`config.mk`:
```
export PLATFORM = sky130hd
export DESIGN_NAME = vga_scanout
export DESIGN_NICKNAME = d
export VERILOG_FILES = /design/src/rtl/vga_scanout.sv
export SDC_FILE = /design/constraint.sdc
export NUM_CORES = 1
export LEC_CHECK = 0
export BUFFER_PORTS_ARGS = -buffer_cell sky130_fd_sc_hd__buf_2
export CAP_MARGIN = 20
export CORE_ASPECT_RATIO = 1.2
export CORE_MARGIN = 4
export CORE_UTILIZATION = 52
export DETAILED_ROUTE_END_ITERATION = 8
export GPL_ROUTABILITY_DRIVEN = 1
export PLACE_DENSITY = 0.74
export SETUP_SLACK_MARGIN = 0.15
export SYNTH_ARGS = -nofsm -noshare
export SYNTH_HDL_FRONTEND = slang
export SYNTH_SLANG_ARGS = --single-unit
```
`constraint.sdc`:
```
create_clock -name clk50M -period 6.6 [get_ports clk50M]
set_input_delay 1.32 -clock clk50M [delete_from_list [all_inputs] [get_ports clk50M]]
set_output_delay 1.32 -clock clk50M [all_outputs]
set_load 0.01 [all_outputs]
```
`src/rtl/vga_scanout.sv`:
```
// 640x480@60 VGA scanout of a 160x120 framebuffer, each framebuffer pixel shown 4x4.
// Framebuffer read through a synchronous 1-cycle-latency port; one-pixel output pipeline.
module vga_scanout #(
  parameter int COLOR_W = 3,
  parameter int FB_W    = 160,
  parameter int FB_H    = 120,
  parameter int H_VIS   = 640,
  parameter int H_FP    = 16,
  parameter int H_SYNC  = 96,
  parameter int H_BP    = 48,
  parameter int V_VIS   = 480,
  parameter int V_FP    = 10,
  parameter int V_SYNC  = 2,
  parameter int V_BP    = 33,
  localparam int ADDR_W = $clog2(FB_W * FB_H)
) (
  input  logic               clk50M,
  input  logic               rst_n,
  input  logic               scan_en,
  output logic [ADDR_W-1:0]  rd_addr,
  input  logic [COLOR_W-1:0] rd_data,
  output logic               vga_clk,
  output logic               vga_hs,
  output logic               vga_vs,
  output logic               vga_blank_n,
  output logic               vga_sync_n,
  output logic [7:0]         vga_r,
  output logic [7:0]         vga_g,
  output logic [7:0]         vga_b,
  output logic               vblank,
  output logic               frame_start
);

  localparam logic [9:0] H_VIS_C  = 10'(H_VIS);
  localparam logic [9:0] H_SS     = 10'(H_VIS + H_FP);
  localparam logic [9:0] H_SE     = 10'(H_VIS + H_FP + H_SYNC - 1);
  localparam logic [9:0] H_LAST   = 10'(H_VIS + H_FP + H_SYNC + H_BP - 1);
  localparam logic [9:0] V_VIS_C  = 10'(V_VIS);
  localparam logic [9:0] V_SS     = 10'(V_VIS + V_FP);
  localparam logic [9:0] V_SE     = 10'(V_VIS + V_FP + V_SYNC - 1);
  localparam logic [9:0] V_LAST   = 10'(V_VIS + V_FP + V_SYNC + V_BP - 1);

  logic              phase;
  logic              tick;
  logic [9:0]        h_cnt;
  logic [9:0]        v_cnt;
  logic [9:0]        h_nxt;
  logic [9:0]        v_nxt;
  logic              vis_p0;
  logic              vis_p1;
  logic [ADDR_W-1:0] fx_p0;
  logic [ADDR_W-1:0] fy_p0;
  logic [ADDR_W-1:0] addr_p0;

  // Replicates one colour bit onto a DAC channel; a closed gate forces black even if the bit is X.
  function automatic logic [7:0] chan(input logic show, input logic b);
    return show ? {8{b}} : 8'h00;
  endfunction

  assign tick = phase;

  always_comb begin
    h_nxt = h_cnt + 10'd1;
    v_nxt = v_cnt;
    if (h_cnt == H_LAST) begin
      h_nxt = '0;
      v_nxt = (v_cnt == V_LAST) ? '0 : v_cnt + 10'd1;
    end
  end

  // Stage p0: address of the pixel about to be scanned, so RAM data lands by the end of its period
  always_comb begin
    vis_p0  = (h_nxt < H_VIS_C) && (v_nxt < V_VIS_C);
    fx_p0   = ADDR_W'(h_nxt[9:2]);
    fy_p0   = ADDR_W'(v_nxt[9:2]);
    addr_p0 = vis_p0 ? (fy_p0 << 7) + (fy_p0 << 5) + fx_p0 : '0;
  end

  always_ff @(posedge clk50M or negedge rst_n) begin
    if (!rst_n) begin
      phase   <= 1'b0;
      h_cnt   <= '0;
      v_cnt   <= '0;
      rd_addr <= '0;
    end else begin
      phase <= ~phase;
      if (tick) begin
        h_cnt   <= h_nxt;
        v_cnt   <= v_nxt;
        rd_addr <= addr_p0;
      end
    end
  end

  // Stage p1: registered outputs for the pixel whose period ends at this tick
  assign vis_p1 = (h_cnt < H_VIS_C) && (v_cnt < V_VIS_C);

  always_ff @(posedge clk50M or negedge rst_n) begin
    if (!rst_n) begin
      vga_hs      <= 1'b1;
      vga_vs      <= 1'b1;
      vga_blank_n <= 1'b0;
      vga_r       <= 8'h00;
      vga_g       <= 8'h00;
      vga_b       <= 8'h00;
    end else if (tick) begin
      vga_hs      <= ~((h_cnt >= H_SS) && (h_cnt <= H_SE));
      vga_vs      <= ~((v_cnt >= V_SS) && (v_cnt <= V_SE));
      vga_blank_n <= vis_p1;
      vga_r       <= chan(vis_p1 && scan_en, rd_data[COLOR_W-1]);
      vga_g       <= chan(vis_p1 && scan_en, rd_data[COLOR_W-2]);
      vga_b       <= chan(vis_p1 && scan_en, rd_data[COLOR_W-3]);
    end
  end

  assign vga_clk     = ~phase;
  assign vga_sync_n  = 1'b0;
  assign vblank      = (v_cnt >= V_VIS_C);
  assign frame_start = tick && (h_cnt == H_LAST) && (v_cnt == V_LAST);

endmodule

```
[After elaboration in Yosys (flattened, before gate mapping)]
Cells that the tools add are included.
Word-level totals
  logic and storage cells: 42
  bits in registers: 63
  output and inout bits: 46
Cells by class
  multiplexer cells: 7
  bitwise gates (word level): 3
  add/sub/neg operators: 4
  reductions and logical operators: 7
  magnitude comparators: 9
  equality and inequality tests: 2
Operators by type and width (count)
  $mux W10: 3
  $mux W8: 3
  $add A10 B1 Y10 const B: 2
  $eq A10 B10 Y1 const B: 2
  $ge A10 B9 Y1 const B: 2
  $lt A10 B10 Y1 const B: 2
  $lt A10 B9 Y1 const B: 2
  $add A15 B13 Y15: 1
  $add A15 B8 Y15: 1
  $mux W15: 1
  $ge A10 B10 Y1 const B: 1
  $le A10 B10 Y1 const B: 1
  $le A10 B9 Y1 const B: 1
  $logic_and A1 B1 Y1: 7
  $not A1 Y1: 3

[Depth between registers and ports, before layout]
  depth in word-level cells: 6
  mapped depth: 17
  depth with buffers taken out: 17

[Least setup slack after synthesis]
Ideal clock, no wire load.
  path type: reg-to-reg
  start: register h_cnt[5]
  end: register rd_addr[14]
  stages on the path, launching flop included: 14
  period minus slack after synthesis: 3401 ps
  slack: 3199 ps
  data required time: 6504 ps
  arrival: 3305 ps
  cells stage by stage: dfrtp_1 clkbuf_2 nor4b_4 nand3_1 nor2_1 mux2i_1 fa_1 fa_1 nor2b_1 nor3_1 o21bai_1 a21oi_1 o21a_1 o31ai_1
On the way
  longest elaborated chain between the ends: 5
  elaborated cells on any way between the ends: 10
  those cells by class: add/sub: 3; order compare: 2; eq/ne: 1; mux: 3; reduce/logical: 1
Ends and longest elaborated chain
  start, declared: RTL line 45  | logic [9:0] h_cnt;
  start signal, assigned: RTL line 88  | h_cnt <= h_nxt;
  $eq A10 B10 Y1 / $add A10 B1 Y10 (equally long branches): RTL line 65, 63
  $mux W10: RTL line 65  | if (h_cnt == H_LAST) begin
  $add A15 B13 Y15, or another cell as far along: RTL line 76  | addr_p0 = vis_p0 ? (fy_p0 << 7) + (fy_p0 << 5) + fx_p0 : '0;
  $add A15 B8 Y15 / $logic_and A1 B1 Y1 (equally long branches): RTL line 76, 73
  $mux W15 (*): RTL line 76
  end signal, assigned: RTL line 90  | rd_addr <= addr_p0;
  end, declared: RTL line 20  | output logic [ADDR_W-1:0] rd_addr,
Every way passes the cells marked *; elsewhere a longest branch is shown, timed or not.
A chain may end at the register's enable or synchronous reset.

[Final worst setup path]
Same ends and word-level chain as after synthesis.

==> impl_metrics.py <==
metrics = {
    "run_status": {
        "status": "finished clean",
    },
    "yosys": {
        "yosysMostFrequentCell": "dfrtp_1",
        "synth_cells": 319,
        "syn_area_per_cell_um2": 9.27,
        "ys_warn_count": 0,
        "synth_top_area_cell": "dfrtp_1",
        "yosysSeqAreaShare_pct": 35.6,
        "syn_area_um2": 2960,
        "netlist_top_cells_area": "dfrtp_1 (34%), ha_1 (8.0%), buf_4 (6.3%)",
        "synthFlopType": "dfrtp_1",
        "ys_seq_elements": 42,
        "syn_nets": 346,
        "synthArstFlopShare_pct": 100,
        "synth_cell_types": 51,
        "synth.top_cell.area_share_pct": 33.8,
        "yosys-top-cells-count": "dfrtp_1 (40), nand2_1 (37), buf_4 (25)",
        "synth_edf_count": 0,
    },
    "clocking": {
        "cts_resized": 0,
        "clk_path_buf_depth": 2,
        "clk_latency_ns": 0.30,
        "h-tree-depth": 2,
        "ctsHoldBuffers": 0,
        "cts_setup_buffers": 0,
        "clock_sinks": 42,
        "cts_tree": "done",
        "numCtsBuffers": 5,
        "clkTransAtPathRegs_ns": 0.09,
        "cts_root_buffer": "clkbuf_8",
    },
    "die": {
        "ios": 52,
        "die_h_um": 90.6,
        "num_rows": 29,
        "dieArea_um2": 6960,
        "core-area_um2": 5410,
        "initial_utilization_pct": 54.7,
        "die_width_um": 76.9,
    },
    "place": {
        "gp_congestion": 0.884,
        "io_buffers": 50,
        "place_hpwl_um": 4260,
    },
    "timing": {
        "setup_viol": 0,
        "period_needed_ns": 4.00,
        "fin_crit_sh_pct": 60.6,
        "worst_pin_slew_ns": 0.915,
        "slew_headroom_pct": 39.0,
        "hold_violations": 0,
        "fmax_mhz": 250,
        "tns_ns": 0,
        "maxSlewViolCount": 0,
        "grt_setup_unrepaired": "false",
        "skew_ns": 0.0128,
    },
    "power_and_ir_drop": {
        "max-vdd-ir-drop_mv": 0.0983,
        "powerDensity_nw_per_um2": 169,
        "power_uw": 525,
        "p_leak_uw": 0.00152,
    },
    "routing": {
        "ant_nets": 0,
        "num_vias": 2272,
        "routed_via_density": 5.72,
        "wl_um": 5890,
        "drc_errors": 0,
        "drt-initial-drc-count": 148,
        "dr.pass1.iters": 4,
        "wire_per_inst_um": 14.8,
    },
    "layout": {
        "finalNetCount": 361,
        "antennaDiodeCount": 0,
        "area_growth_pct": 5.03,
        "drive_gt1_share_pct": 22.4,
        "fillerInstances": 487,
        "final-seq-area_um2": 1050,
        "multi_input_area_um2": 1510,
    },
    "critical_path": {
        "worstPathRequired_ns": 6.81,
        "start_kind": "flip-flop",
        "r2r-end": "rd_addr[14]",
        "r2r_cells": 12,
        "crit_path_end_kind": "flip-flop",
        "critical_path_class": "reg -> reg",
        "critPathMaxFanout": 12,
        "rr_startpoint": "h_cnt[5]",
        "crit_arrival_ns": 4.21,
        "regToRegSetupSlack_ns": 2.60,
    },
    "grt": {
        "overflow": 0,
        "grt_pass1_wl_um": 10100,
        "grt_pass1_vias": 2205,
        "grt_max_degree": 44,
        "antenna_found_initial": 0,
        "globalRouteTotalUtil_pct": 17.4,
    },
    "worst_hold_path": {
        "hold_class": "reg -> reg",
        "hp-start": "rd_addr[7]",
        "whs_endpoint": "rd_addr[7]",
        "hold_path_depth": 2,
    },
    "job": {
        "drv_cap": 0,
    },
}
## layer usage
layer,up-vias,wire length (µm),global-route usage [%]
met4,0,68,5.59
met1,1081,2680,21.8
met5,-,0,0
met2,73,2830,29.6
met3,6,310,3.89
li1,1112,-,-
## metrics by stage
stage | utilization (%) | hold slack (ns) | std cells | area (µm²) | worst slack [ns]
floorplan | - | 0.491 | 319 | 2960 | 3.20
global placement | 54.9 | 0.462 | 389 | 2970 | 2.80
detailed placement | 54.9 | 0.467 | 389 | 2970 | 2.63
CTS | 57.5 | 0.489 | 397 | 3110 | 2.61
global route | 57.5 | 0.501 | 397 | 3110 | 2.24
finish | 57.5 | 0.487 | 397 | 3110 | 2.60
## cell families (layout without fill, tap and decap cells)
group / after synthesis / count (layout) / synth area share (%)
XOR/XNOR: 23 / 23 / 6.81
flip-flops: 42 / 42 / 35.6
adder cells (fa/ha/maj): 21 / 21 / 9.39
multiplexers: 5 / 5 / 1.82
AND/OR/NAND/NOR: 106 / 106 / 18.7
buffers and inverters: 60 / 76 / 13.2
other: 1 / 1 / 0.127
AO/OA/AOI/OAI: 61 / 61 / 14.3
## power breakdown
| group | leakage, µW | total, µW | switching, µW | internal [µW] |
|---|---|---|---|---|
| clock network | 0.0000683 | 246 | 94.4 | 152 |
| registers | 0.000547 | 260 | 1.51 | 258 |
| logic | 0.000906 | 19.0 | 12.3 | 6.68 |
## how the worst max path moves through the flow
stage / depth (start not counted) / to / slack (ns) / start
after detailed placement: 12 / rd_addr[14] / 2.63 / h_cnt[5]
after CTS: 12 / rd_addr[14] / 2.61 / h_cnt[7]
after global placement: 12 / rd_addr[14] / 2.80 / h_cnt[5]
final: 12 / rd_addr[14] / 2.60 / h_cnt[5]
after floorplan: 13 / rd_addr[14] / 3.20 / h_cnt[5]
after global routing: 12 / rd_addr[14] / 2.24 / h_cnt[7]
## cells in the final DEF (no fill, tap or decap), types with 2 or more instances in the layout
| master | Yosys | routed |
|---|---|---|
| xnor2_1 | 18 | 18 |
| inv_1 | 16 | 16 |
| nand3_1 | 17 | 17 |
| fa_1 | 2 | 2 |
| o21ai_0 | 15 | 15 |
| o211ai_1 | 2 | 2 |
| nand3b_1 | 2 | 2 |
| dfstp_2 | 2 | 2 |
| nand2_1 | 37 | 37 |
| a22o_1 | 3 | 3 |
| buf_4 | 25 | 2 |
| a21oi_1 | 12 | 12 |
| and3_2 | 3 | 3 |
| ha_1 | 19 | 19 |
| and3_1 | 5 | 5 |
| nor3_1 | 4 | 4 |
| o2bb2ai_1 | 12 | 12 |
| o31ai_1 | 8 | 8 |
| dfrtp_1 | 40 | 40 |
| clkbuf_8 | 0 | 5 |
| nor4_1 | 4 | 4 |
| nor2_1 | 16 | 16 |
| mux2i_1 | 2 | 2 |
| xor2_1 | 5 | 5 |
| or3_1 | 2 | 2 |
| nand4_1 | 6 | 6 |
| mux2_2 | 3 | 3 |
| bufinv_16 | 0 | 2 |
| nor2b_1 | 2 | 2 |
| buf_2 | 2 | 50 |
## flip-flops by register name, summed over array words and instances (netlist names)
signal / cells
h_cnt: 10
phase: 1
rd_addr: 15
v_cnt: 10
vga_b: 1
vga_blank_n: 1
vga_g: 1
vga_hs: 1
vga_r: 1
vga_vs: 1
## critical path, stage by stage, from the launching register on
cell and delay, ns:
dfrtp_1 0.48, nor4b_4 0.41, nand3_1 0.40, nor2_1 0.36, mux2i_1 0.39, fa_1 0.50
fa_1 0.48, nor2b_1 0.16, nor3_1 0.08, o21bai_1 0.16, a21oi_1 0.12, o21a_1 0.20
o31ai_1 0.19
## cell type report
type / instances / area share [%]
clock buffers: 5 / 2.22
inverters: 16 / 1.93
multi-input cells: 217 / 48.7
repair buffers: 52 / 8.54
clock inverters: 3 / 2.22
flip-flops and latches: 42 / 33.9
well taps: 62 / 2.50
Power figures use the tool's default switching activity.
